### config.mk
export PLATFORM = sky130hd
export DESIGN_NAME = clock_gate_controller
export DESIGN_NICKNAME = d
export VERILOG_FILES = /design/src/rtl/clock_gate_controller.sv
export SDC_FILE = /design/constraint.sdc
export NUM_CORES = 1
export LEC_CHECK = 0
export CAP_MARGIN = 20
export CORE_MARGIN = 2
export CORE_UTILIZATION = 56
export CTS_CLUSTER_DIAMETER = 50
export DETAILED_ROUTE_END_ITERATION = 10
export PLACE_DENSITY = 0.86
export SYNTH_ARGS = -nofsm -noshare
export SYNTH_HDL_FRONTEND = slang
export SYNTH_SLANG_ARGS = --single-unit
### constraint.sdc
create_clock -name clock -period 5.6 [get_ports clock]
set_input_delay 1.12 -clock clock [delete_from_list [all_inputs] [get_ports clock]]
set_output_delay 1.12 -clock clock [all_outputs]
set_load 0.02 [all_outputs]
### src/rtl/clock_gate_controller.sv
// Sequences the active-low clock-buffer enable from OR-ed stall requests, with settle windows.
// Latency: CE rises one edge after a request, ack follows CE_LATENCY edges later; restart mirrors it.
// Backpressure: none; requests are levels, and a started stop or restart always runs to completion.
module clock_gate_controller #(
    parameter int NUM_REQ     = 4,
    parameter int CE_LATENCY  = 2,
    parameter int COUNT_WIDTH = 32
) (
    input  logic                   clock,
    input  logic                   reset,
    input  logic [NUM_REQ-1:0]     io_req,
    input  logic                   io_clear,
    output logic                   io_ce_n,
    output logic                   io_gate_ack,
    output logic                   io_busy,
    output logic [NUM_REQ-1:0]     io_cause,
    output logic [COUNT_WIDTH-1:0] io_gated_cycles,
    output logic [15:0]            io_stop_events
);
    localparam int TW = $clog2(CE_LATENCY + 1);
    localparam logic [TW-1:0] TIMER_LOAD = TW'(CE_LATENCY);
    localparam logic [TW-1:0] TIMER_ONE  = TW'(1);

    typedef enum logic [1:0] {
        S_RUNNING  = 2'd0,
        S_STOPPING = 2'd1,
        S_STOPPED  = 2'd2,
        S_STARTING = 2'd3
    } state_t;

    state_t                   state_q;
    logic [TW-1:0]            timer_q;
    logic                     ce_n_q;
    logic                     ack_q;
    logic                     busy_q;
    logic [NUM_REQ-1:0]       cause_q;
    logic [COUNT_WIDTH-1:0]   gated_q, gated_d;
    logic [15:0]              stops_q, stops_d;
    logic                     stop_start;

    assign stop_start = (state_q == S_RUNNING) && (|io_req);

    // The timer is checked against one so the state change lands on the edge it hits zero.
    always_ff @(posedge clock or posedge reset) begin
        if (reset) begin
            state_q <= S_RUNNING;
            timer_q <= '0;
            ce_n_q  <= 1'b0;
            ack_q   <= 1'b0;
            busy_q  <= 1'b0;
            cause_q <= '0;
        end else begin
            case (state_q)
                S_RUNNING: begin
                    if (|io_req) begin
                        state_q <= S_STOPPING;
                        timer_q <= TIMER_LOAD;
                        ce_n_q  <= 1'b1;
                        busy_q  <= 1'b1;
                        cause_q <= io_req;
                    end
                end
                S_STOPPING: begin
                    if (timer_q <= TIMER_ONE) begin
                        state_q <= S_STOPPED;
                        timer_q <= '0;
                        busy_q  <= 1'b0;
                        ack_q   <= 1'b1;
                    end else begin
                        timer_q <= timer_q - TIMER_ONE;
                    end
                end
                S_STOPPED: begin
                    if (!(|io_req)) begin
                        state_q <= S_STARTING;
                        timer_q <= TIMER_LOAD;
                        ce_n_q  <= 1'b0;
                        ack_q   <= 1'b0;
                        busy_q  <= 1'b1;
                    end
                end
                S_STARTING: begin
                    if (timer_q <= TIMER_ONE) begin
                        state_q <= S_RUNNING;
                        timer_q <= '0;
                        busy_q  <= 1'b0;
                    end else begin
                        timer_q <= timer_q - TIMER_ONE;
                    end
                end
                default: state_q <= S_RUNNING;
            endcase
        end
    end

    // Clear wins over a same-cycle increment; both counters stick at all-ones.
    always_comb begin
        gated_d = gated_q;
        stops_d = stops_q;
        if (io_clear) begin
            gated_d = '0;
            stops_d = '0;
        end else begin
            if (ce_n_q && (gated_q != {COUNT_WIDTH{1'b1}}))
                gated_d = gated_q + COUNT_WIDTH'(1);
            if (stop_start && (stops_q != 16'hFFFF))
                stops_d = stops_q + 16'd1;
        end
    end

    always_ff @(posedge clock or posedge reset) begin
        if (reset) begin
            gated_q <= '0;
            stops_q <= '0;
        end else begin
            gated_q <= gated_d;
            stops_q <= stops_d;
        end
    end

    assign io_ce_n         = ce_n_q;
    assign io_gate_ack     = ack_q;
    assign io_busy         = busy_q;
    assign io_cause        = cause_q;
    assign io_gated_cycles = gated_q;
    assign io_stop_events  = stops_q;
endmodule
# Yosys cells after proc, flatten, opt, wreduce, memory -nomap -nowiden
# Index checks and enable logic that the tools add are counted.
# word_totals
regBits	59
# op_classes
n_addsub	3
n_lt_le_gt_ge	1
n_eq_ne	10
n_mux	21
n_reduce_logical	16
# ops
op	count
$mux 32	2
$add 32x1->32 const B	1
$mux 16	2
$ne 32x32->1 const B	1
$add 16x1->16 const B	1
$ne 16x16->1 const B	1
$mux 2	7
$reduce_and 3->1	3
$pmux 2 s4	1
$reduce_bool 2->1	4
$ne 2x2->1 const B	3
$pmux 2 s3	1
$mux 1	5
$eq 2x2->1 const B	2
$ne 2x1->1 const B	2
$pmux 1 s2	2
$reduce_and 2->1	2
$reduce_and 4->1	1
$reduce_or 4->1	1
$logic_and 1x1->1	3
$pmux 1 s3	1
$eq 2x1->1 const B	1
$le 2x1->1 const B	1
$logic_not 2->1	1
other kinds (2)	2

# Longest topological paths before layout
# depth
word_depth	5
mapped_depth	9
ltp_nobuf	7

# Worst setup path after synthesis
# Ideal clock, no wire load.
# synth_timing
path_kind	input -> register
start	input port io_req[3]
end	register busy_q, in the netlist io_busy
setup_ps	66
t_arrival_ps	2380
t_required_ps	5534
path_slack_ps	3154
stages	4
n_path_buf	0
cell_sequence	nor4_1 mux2_2 or3_1 nand2_1
# synth_between
elab_chain_len	3
# synth_lines
element	line	source
start, declared	11	input logic [NUM_REQ-1:0] io_req,
$reduce_or 4->1 *	55, 74	
$ne 2x2->1 (no source line) / $ne 2x1->1 (equally long branches)	--	
$reduce_and 3->1 (no source line) *	--	
end signal, assigned	59	busy_q <= 1'b1;
end signal, assigned	67	busy_q <= 1'b0;
end signal, assigned	79	busy_q <= 1'b1;
end, declared	35	logic busy_q;
# Mark *: on every way between the ends. The rest lies on a longest branch, timed or not.
# A chain may end at the register's enable or synchronous reset.

# Worst setup path after layout
# Ends and elaborated chain as after synthesis.

==> impl_results.md <==
* Post-synth EDFFs at 0
* # hold bufs at CTS at 0
* Highest clock rate at between 0.3 and 0.4 GHz
* CP Data Required Time at a little under 6 ns
* WL final at about 7.3 mm
* Area after DPL at roughly 3800 um^2
* 1st-iter DRT viols at 174
* Layout Nets at 414
* Final core occ at between 70% and 80%
* Seq pwr share at 44.0%
* Worst path buffer plus inverter count at 1
* Via-to-Cell Ratio at between 6 and 7
* CP top delay family: simple AND/OR/NAND/NOR gates
* CTS tree: done
* Routed WL per cell at 15.2 um
* Outcome: finished, final reports clean
* DRT antenna net count at 0
* Fin crit share at roughly half
* CORE AREA at about 5400 um^2
* Sw Share at around a third
* GPL Wtd Cong at between 0.8 and 0.9
* Crit path capture type: register
* Total Routing Usage GR at 25.2%
* Setup Buffers After CTS at 0
* # fillers at 421
* Worst-path cell chain: clkdlybuf4s50_1, nor4_1, mux2_2, or3_1, nand2_1
* Yosys Warn Count at 0
* Ys async rst share at 100%
* Pre-CTS setup slack at approximately 2.6 ns
* Post-Syn Area at around 3100 um^2
* Pwr per Cell Area at approximately 300 nW/um^2
* Layout area overhead at 27.9%
* Number of synthesized register bits at 59
* Setup violators final at 0
* Clock Latency Late Sink at 0.35 ns
* Slowest cell on crit path: nor4_1
* Count of different cell masters after synthesis at 39
* Clock power frac at 30.4%
* CP Class: input port to register
* Pleak at 0.00149 uW
* CTS-repair resized insts at 0
* Starting Density at 57.1%
* Clk buf depth at 2
* Mapped Avg Cell Area at between 9 and 10 um^2
* CP peak stage delay at slightly below 0.6 ns
* Worst slew pin tran at a little over 0.8 ns
* Syn_nets at 349
* DR vias at between 2000 and 3000
* Pre-antenna DRT Iters at 5
* First-pass GRT wire length at between 10 and 15 mm
* Number of antenna violations at the first check in global routing at 0
* CP Data Arrival Time at about 3.0 ns
* Num CTS Buffers at 9
* Max_slew headroom at 44.7%
* TritonCTS Sinks at between 50 and 60
* Min-Delay Path Class: register to register
* Top Ports at 62
* Final hold vios at 0
* Post-route setup TNS at 0 ns
* Largest net degree at the start of global routing at 60
* DP Wirelength at 4.85 mm
* Vias in the first global route at roughly 2800
* Final hold slack at a little over 0.5 ns
* Startpoint Class: input port
* Design Area, Final at 3970 um^2
* H-Tree Level Count at 3
* Worst Clk Skew at ~0.0083 ns
* Die Height at 78.5 um
* Fin worst setup slack at around 2.9 ns
* Psw at about 370 uW
* Die width at around 78 um
* Peak supply drop at 0.303 mV
* Sequential area share after synthesis at a little under half
* RSZ-0062 raised after global routing: no
* Pins Over Slew Limit at 0
* Crit Path Max Fanout at 6
* Reg clk slew, reported paths at 0.06 ns
* Comb pwr share at between 20% and 30%
* Top FF cell, synth: dfrtp_1
* Int Pwr at between 700 and 800 uW
* Full die area at roughly 6200 um^2
* FP Rows at 27
* CTS Root Cell: clkbuf_8
* Post-Synthesis Cells at between 300 and 400
* Ant diodes at 0
* Residual DRC count at 0
* Total grt overflow at 0
* Layout cells sized above 1 at under 10%
* IO buf count at slightly above 60
* Min Tclk post-route at 2.74 ns
* Max Cap Viol at 0
-- power by group through the flow --
stage	registers (uW)	logic [uW]	clock network, uW
floorplan	549	154	0
global placement	519	287	0
detailed placement	520	300	0
CTS	514	302	357
global route	521	331	378
finish	514	299	356
-- synthesized netlist by cell type (2+ instances only) --
| cell type | number | area share, % |
|---|---|---|
| a22o_1 | 5 | 1.4 |
| or3_1 | 17 | 3.4 |
| buf_2 | 2 | 0.32 |
| nand4_1 | 13 | 2.6 |
| or4_1 | 9 | 2.2 |
| xor2_1 | 2 | 0.56 |
| nand2_1 | 27 | 3.3 |
| clkbuf_1 | 9 | 1.1 |
| nor2_1 | 26 | 3.1 |
| dfrtp_1 | 59 | 48 |
| or4_2 | 4 | 1.1 |
| inv_1 | 13 | 1.6 |
| nor3b_1 | 2 | 0.48 |
| o21ai_0 | 24 | 3.9 |
| mux2_2 | 3 | 1.1 |
| nand3_1 | 17 | 2.7 |
| ha_1 | 6 | 2.4 |
| nor3_1 | 12 | 1.9 |
| and4_1 | 2 | 0.56 |
| a21oi_1 | 29 | 4.7 |
| o31ai_1 | 14 | 3.4 |
| nor2b_1 | 2 | 0.40 |
| xnor2_1 | 14 | 3.9 |
| nor4_1 | 7 | 1.4 |
| and3_1 | 3 | 0.60 |
| or3_2 | 2 | 0.48 |
-- routing by layer --
layer,vias to the layer above,wire length [um],GRT usage (%)
li1,1369,-,-
met1,1431,3190,31.8
met2,84,3580,42.0
met3,14,349,4.60
met4,0,135,12.1
met5,-,0,0
-- metrics by stage --
| stage | total power [uW] | instances |
|---|---|---|
| final | 1170 | 477 |
| after global routing | 1230 | 477 |
| after CTS | 1170 | 477 |
| after detailed placement | 820 | 462 |
| after global placement | 806 | 462 |
| after floorplan | 703 | 336 |
-- state kept, by name (all words and copies together) (netlist names) --
signal / cells
io_gated_cycles: 32
io_stop_events: 16
io_cause: 4
state_q: 2
timer_q: 2
io_busy: 1
io_ce_n: 1
io_gate_ack: 1
-- kinds of logic (layout without fill, tap and decap cells) --
| group | Yosys count | after routing | share of synthesized area (%) |
|---|---|---|---|
| compound gates | 77 | 77 | 14.7 |
| xor+xnor | 16 | 16 | 4.51 |
| fa+ha+maj | 6 | 6 | 2.42 |
| buf+inv | 26 | 95 | 3.46 |
| flops | 59 | 59 | 47.5 |
| mux | 4 | 4 | 1.41 |
| simple gates | 148 | 148 | 25.9 |
-- area by class of cell --
class / count / area, um^2 / area share, %
Inverter: 13 / 48.8 / 1.23
Multi-Input combinational cell: 251 / 1520 / 38.3
Clock buffer: 13 / 169 / 4.25
Clock inverter: 2 / 10.0 / 0.252
Tap cell: 72 / 90.1 / 2.27
Sequential cell: 59 / 1480 / 37.2
Timing Repair Buffer: 67 / 656 / 16.5
-- cell usage in the layout (no fill, tap or decap), drive strengths merged --
master	count
ha	6
a22o	5
or4b	1
xnor2	14
xor2	2
clkinv	2
nor3b	2
a41o	1
nand3	18
mux2i	1
or3	19
buf	6
a21oi	29
mux2	3
o21ai	24
or2	1
a21o	1
inv	13
o41ai	1
o31ai	14
nor4	7
clkbuf	13
or4	14
clkdlybuf4s50	61
nor2	26
nand4	13
and4	2
and3	3
and2	1
nand2	27
o311ai	1
nor3	12
nor2b	2
o21a	1
dfrtp	59
-- worst paths after layout --
path	start	end	slack, ns	cells after the start
max	io_req[3]	io_busy$_DFFE_PP0P_	2.86	5
min	io_cause[0]$_DFFE_PP0P_	io_cause[0]$_DFFE_PP0P_	0.51	1
max reg2reg	io_gated_cycles[9]$_DFFE_PP0P_	io_gated_cycles[29]$_DFFE_PP0P_	2.89	5
min reg2reg	io_cause[0]$_DFFE_PP0P_	io_cause[0]$_DFFE_PP0P_	0.51	1
max in group asynchronous	reset	io_gated_cycles[12]$_DFFE_PP0P_	3.80	3
min in group asynchronous	reset	io_gated_cycles[25]$_DFFE_PP0P_	1.32	3
No activity file was read; power rests on OpenSTA's default activity.
